[config.mk]
export PLATFORM = sky130hd
export DESIGN_NAME = reg_lock_bank
export DESIGN_NICKNAME = d
export VERILOG_FILES = /design/src/rtl/reg_lock_bank.sv
export SDC_FILE = /design/constraint.sdc
export NUM_CORES = 1
export LEC_CHECK = 0
export ABC_AREA = 1
export BUFFER_PORTS_ARGS = -buffer_cell sky130_fd_sc_hd__buf_2
export CORE_ASPECT_RATIO = 1.2
export CORE_MARGIN = 5
export CORE_UTILIZATION = 35
export DETAILED_ROUTE_END_ITERATION = 10
export SLEW_MARGIN = 0
export SYNTH_ARGS = -nofsm -noshare
export SYNTH_HDL_FRONTEND = slang
export SYNTH_SLANG_ARGS = --single-unit
export TNS_END_PERCENT = 10
[constraint.sdc]
create_clock -name Clk -period 4 [get_ports Clk]
set_input_delay 0.8 -clock Clk [delete_from_list [all_inputs] [get_ports Clk]]
set_output_delay 0.8 -clock Clk [all_outputs]
set_load 0.01 [all_outputs]
[src/rtl/reg_lock_bank.sv]
// Register bank with per-register write locks, write-once registers and a saturating
// violation counter. Define REG_LOCK_UNLOCK_EN to build in the two-key unlock sequence.
module reg_lock_bank #(
  parameter int              WIDTH   = 16,
  parameter int              DEPTH   = 4,
  parameter int              ADDR_W  = 2,
  parameter logic [DEPTH-1:0] WO_MASK = DEPTH'(1),
  parameter int              KEY1    = 'hC5,
  parameter int              KEY2    = 'h3A,
  parameter int              TIMEOUT = 16
) (
  input  logic              Clk,
  input  logic              ip_resetn,
  input  logic              write,
  input  logic [ADDR_W-1:0] addr,
  input  logic [WIDTH-1:0]  Data_in,
  input  logic              lock_req,
  input  logic              read,
  input  logic [ADDR_W-1:0] rd_addr,
  output logic [WIDTH-1:0]  Data_out,
  output logic              rd_valid,
  output logic [DEPTH-1:0]  lock_status,
  output logic              wr_err,
  output logic [7:0]        viol_cnt,
  input  logic              unlock_valid,
  input  logic [WIDTH-1:0]  unlock_key,
  input  logic [ADDR_W-1:0] unlock_addr
);

  logic [WIDTH-1:0] regs_q [DEPTH];
  logic [DEPTH-1:0] lock_q, lock_d;
  logic [DEPTH-1:0] wr_sel, wr_acc, unlock_clr;
  logic [WIDTH-1:0] dout_q, rd_data;
  logic             rvld_q, err_q, wr_rej;
  logic [7:0]       viol_q, viol_d;

  // Address decode; out-of-range addresses match no register and are rejected.
  always_comb begin
    wr_sel  = '0;
    rd_data = '0;
    for (int i = 0; i < DEPTH; i++) begin
      wr_sel[i] = write && (addr == ADDR_W'(i));
      if (rd_addr == ADDR_W'(i)) rd_data = regs_q[i];
    end
    wr_acc = wr_sel & ~lock_q;
    wr_rej = write && (wr_acc == '0);
    lock_d = (lock_q | (wr_acc & (lock_req ? {DEPTH{1'b1}} : WO_MASK))) & ~unlock_clr;
    viol_d = (wr_rej && (viol_q != 8'hFF)) ? viol_q + 8'd1 : viol_q;
  end

  always_ff @(posedge Clk) begin
    if (!ip_resetn) begin
      for (int i = 0; i < DEPTH; i++) regs_q[i] <= '0;
      lock_q <= '0;
      dout_q <= '0;
      rvld_q <= 1'b0;
      err_q  <= 1'b0;
      viol_q <= '0;
    end else begin
      for (int i = 0; i < DEPTH; i++)
        if (wr_acc[i]) regs_q[i] <= Data_in;
      lock_q <= lock_d;
      if (read) dout_q <= rd_data;
      rvld_q <= read;
      err_q  <= wr_rej;
      viol_q <= viol_d;
    end
  end

`ifdef REG_LOCK_UNLOCK_EN
  localparam int               CNT_W  = (TIMEOUT > 1) ? $clog2(TIMEOUT + 1) : 1;
  localparam logic [WIDTH-1:0] KEY1_W = WIDTH'(KEY1);
  localparam logic [WIDTH-1:0] KEY2_W = WIDTH'(KEY2);

  typedef enum logic {IDLE, KEY1_OK} state_t;
  state_t           state_q;
  logic [CNT_W-1:0] cnt_q;

  // Any beat seen while armed ends the sequence; only idle cycles count toward timeout.
  always_ff @(posedge Clk) begin
    if (!ip_resetn) begin
      state_q <= IDLE;
      cnt_q   <= '0;
    end else begin
      case (state_q)
        IDLE: begin
          if (unlock_valid && (unlock_key == KEY1_W)) begin
            state_q <= KEY1_OK;
            cnt_q   <= '0;
          end
        end
        KEY1_OK: begin
          if (unlock_valid || (cnt_q == CNT_W'(TIMEOUT - 1))) begin
            state_q <= IDLE;
            cnt_q   <= '0;
          end else begin
            cnt_q <= cnt_q + 1'b1;
          end
        end
        default: state_q <= IDLE;
      endcase
    end
  end

  always_comb begin
    unlock_clr = '0;
    for (int i = 0; i < DEPTH; i++)
      if ((state_q == KEY1_OK) && unlock_valid && (unlock_key == KEY2_W) &&
          (unlock_addr == ADDR_W'(i)))
        unlock_clr[i] = 1'b1;
  end
`else
  logic unused_unlock;
  assign unused_unlock = ^{unlock_valid, unlock_key, unlock_addr};
  assign unlock_clr    = '0;
`endif

  assign Data_out    = dout_q;
  assign rd_valid    = rvld_q;
  assign lock_status = lock_q;
  assign wr_err      = err_q;
  assign viol_cnt    = viol_q;

endmodule

* Word level (Yosys, flattened, before mapping)
Memory sizes are Yosys's and may differ from the RTL's. Index checks and enable logic that the tools add are counted.
Storage, ports and cells: flip-flop bits (word level) 30, memory bits (writable) 64, input port bits 44, output and inout port bits 30, word-level logic and storage cells 53, memories kept 1
Cells by class: $add $sub $neg 1, equality and inequality tests 7, multiplexer cells 22, bitwise logic cells 8, reduce and logical (&&, ||, !) cells 9
Memory list:
- regs_q | depth 4, bits a word 16, rd ports 4, clocked after memory_dff 0, wr ports 4, line 30 | logic [WIDTH-1:0] regs_q [DEPTH];
Operators by type and width (number):
- 2-to-1 mux 16 bit | 8
- 2-to-1 mux 1 bit | 13
- adder 8 x 1 -> 8 bit, second input constant | 1
- AND 4 bit | 2
- equality test 2 bit, second input constant | 4
- != test 8 bit, second input constant | 1
- logical AND 1 bit | 6
- equality test 2 x 1 -> 1 bit, second input constant | 2
- zero test 2 bit | 2
- zero test 4 bit | 1
- 2-to-1 mux 4 bit | 1
- inverter 4 bit | 1
- bitwise OR 1 bit | 4
- bitwise OR 4 bit | 1

* Depth between registers and ports, before layout
word-level depth 7, gate-level depth with buffers 9, gate-level depth less buffers 9

* Least setup slack after synthesis
OpenSTA, ideal clock, no wires.
path kind input -> register, start point in ip_resetn, end point mem regs_q[0][0], enable pin, setup time 0.363 ns, arrival 1.599 ns, data required time 3.637 ns, setup slack 2.038 ns, stages on the path 3, path buffers 2, cell sequence buf_2 -> clkbuf_1 -> nand2_1
RTL lines:
- from (decl) | line 13 | input logic ip_resetn,
- to (decl) | line 30

* Worst setup path after layout
start point in rd_addr[1], end point reg dout_q[14], in the netlist Data_out[14]
On the way: word-level cells in the longest chain between the ends 5, elaborated cells between the ends (all ways) 8, those cells by class eq/ne: 3; mux: 4; reduce/logical: 1
RTL lines:
- from (decl) | line 19 | input logic [ADDR_W-1:0] rd_addr,
- zero test 2 bit | line 43 | if (rd_addr == ADDR_W'(i)) rd_data = regs_q[i];
- 2-to-1 mux 16 bit (3 in a row) | line 43
- 2-to-1 mux 16 bit * | line 43
- to (signal assigned) | line 63 | if (read) dout_q <= rd_data;
- to (decl) | line 33 | logic [WIDTH-1:0] dout_q, rd_data;
Mark *: on every way between the ends. The rest lies on a longest branch, timed or not. A chain may end at the register's enable or synchronous reset.

==> flow_metrics.tcl <==
set metrics [dict create \
    via_per_inst 4.70 \
    synth.net_count 453 \
    gp_congestion 0.798 \
    synthCells 408 \
    post-cts-setup-buffers 0 \
    clock_path_buffers 2 \
    grt_max_degree 34 \
    synth_top_area_share_pct 48.2 \
    initial_core_util_pct 35.9 \
    outcome "complete, no violations" \
    dp_hpwl_um 5760 \
    grt_pass1_vias 2828 \
    setup.worst_path.start_class "primary input" \
    syn_area_sq_um 3990 \
    die_area_sq_um 13600 \
    io_pins 74 \
    via_count 2879 \
    crit_fanout 19 \
    drive_gt1_share_pct 18.7 \
    arrival_ps 2510 \
    slew_headroom_pct 45.0 \
    skew_ps 6.22 \
    numCtsBuffers 9 \
    crit_path_end "Data_out[14]" \
    path_class "in -> reg" \
    cp-startpoint "rd_addr[1]" \
    stdcell_area_sq_um 4640 \
    fin_nets 500 \
    die_y_um 127 \
    final_common_cell "nor2_1" \
    r2r_end "regs_q[3][3]" \
    drt_iter0_markers 140 \
    antenna_left 0 \
    fmax_ghz 0.446 \
    synth_area_leaders "edfxtp_1 48%, dfxtp_1 15%, nor2_1 6.9%" \
    final.setup.tns_ps 0 \
    port_buffers 54 \
    drv_slew 0 \
    clkTransAtPathRegs_ps 60 \
    area_growth_syn_to_layout_pct 16.5 \
    ys_seq_area_share_pct 63.3 \
    synth_simple_gate_area_share_pct 21.7 \
    powerDensity_nw_per_um2 456 \
    synth_cell_type_count 27 \
    peakVddDrop_mv 0.246 \
    synthMuxAreaShare_pct 0 \
    antenna_cells 0 \
    synth_fa_ha_area_share_pct 0.314 \
    holdBufCountCts 0 \
    totalWireLength_um 8900 \
    rows 42 \
    synth_top_family_by_area "simple AND/OR/NAND/NOR gates" \
    r2r.worst_path.cells 3 \
    yosysTopAreaCell "edfxtp_1" \
    rrSetupSlack_ps 2410 \
    clockRootBuffer "clkbuf_16" \
    r2r-start "lock_status[3]" \
    cts_tree "built" \
    fp.coreArea_sq_um 11100 \
    die_w_um 107 \
    clock_latency_ps 340 \
    required_ps 4270 \
    min_path_cells 2 \
    htree_levels 3 \
    antenna_found_initial 0 \
    total_power_mw 2.12 \
    cp-end-kind "flip-flop" \
    placed_area_sq_um 4360 \
    setup_viol 0 \
    synth_seq_cells 94 \
    holdCritPathClass "reg -> reg" \
    p_leak_nw 1.93 \
    yosysWarnings 0 \
    dr.pass1.iters 4 \
    cap_viol_max_count 0 \
    synth_xor_area_share_pct 0.659 \
    grt_pass1_wl_um 14200 \
    hold_viol 0 \
    tightest_slew_ps 823 \
    cts_resized 0 \
    synth_compound_area_share_pct 8.73 \
    syn_avg_cell_area_sq_um 9.77 \
    clock_sinks 94 \
    finalCriticalPeriod_ps 2240 \
    fin_crit_sh_pct 56.1 \
    rsz0062_at_grt "false" \
    wl_per_cell_um 14.5 \
    grt-ovfl-total 0 \
    layout_common_cells "73 x nor2_1, 64 x edfxtp_1, 63 x nand2_1" \
    grtUsageTotal_pct 13.7 \
    drc_errors 0 \
]
[layout make-up]
type                    instances  area [sq um]
clock inverters                 4          48.8
multi-input cells             263          1250
flip-flops and latches         94          2520
fillers                      1088          6450
well taps                     154           193
clock buffers                  11           233
repair buffers                 54           270
inverters                      33           124
[sequential cells by signal, summed over array words and instances (netlist names)]
signal / count
Data_out: 16
lock_status: 4
viol_cnt: 8
wr_err: 1
rd_valid: 1
regs_q: 64
[routing by layer]
layer	up-vias	share of wire [%]	GRT usage, %	wire, um
li1	1474	-	-	-
met5	-	0	0	0
met3	13	5.7	3.30	506
met4	0	1.9	5.57	171
met2	73	49	23.1	4350
met1	1319	44	16.7	3870
[Yosys cell counts, drive strengths merged]
master,n
inv,32
nand3,42
nor3,1
xor2,3
a31oi,10
a21oi,24
clkbuf,6
edfxtp,64
nand3b,1
buf,12
nand4,2
ha,1
o21ai,33
nand2,67
clkinv,1
dfxtp,30
nor2,79
[worst min path at each step]
stage / startpoint / end / slack (ps)
6_report: viol_cnt[3] / viol_cnt[3] / 510
5_1_grt: regs_q[2][4] / Data_out[4] / 530
4_1_cts: viol_cnt[3] / viol_cnt[3] / 510
3_5_place_dp: lock_status[1] / lock_status[1] / 490
3_3_place_gp: viol_cnt[3] / viol_cnt[3] / 480
2_1_floorplan: regs_q[2][10] / Data_out[10] / 490
[per-stage QoR]
step	hold slack [ps]	std cells	worst slack, ps	util (%)
floorplan	485	408	2040	-
global placement	479	598	1380	39.3
detailed placement	494	598	1340	39.3
CTS	512	613	1700	41.9
global route	529	613	1520	41.9
finish	509	613	1760	41.9
[logic make-up (layout without fill, tap and decap cells)]
| kind of cell | count (synthesis) | after routing |
|---|---|---|
| adder cells (fa/ha/maj) | 1 | 1 |
| AO/OA/AOI/OAI | 67 | 67 |
| flip-flops | 94 | 94 |
| AND/OR/NAND/NOR | 192 | 192 |
| buffers and inverters | 51 | 102 |
| XOR/XNOR | 3 | 3 |
[power breakdown]
| part | internal [mW] | switching, mW | total [mW] |
|---|---|---|---|
| logic | 0.0507 | 0.118 | 0.169 |
| registers | 1.10 | 0.0197 | 1.12 |
| clock network | 0.480 | 0.346 | 0.826 |
[critical path: stages]
cell and delay, ps:
buf_2 340, inv_1 300, nor2_2 630, nand2_1 110, nand3_1 100, o21ai_1 90
a21oi_1 120
Power figures use the tool's default switching activity.
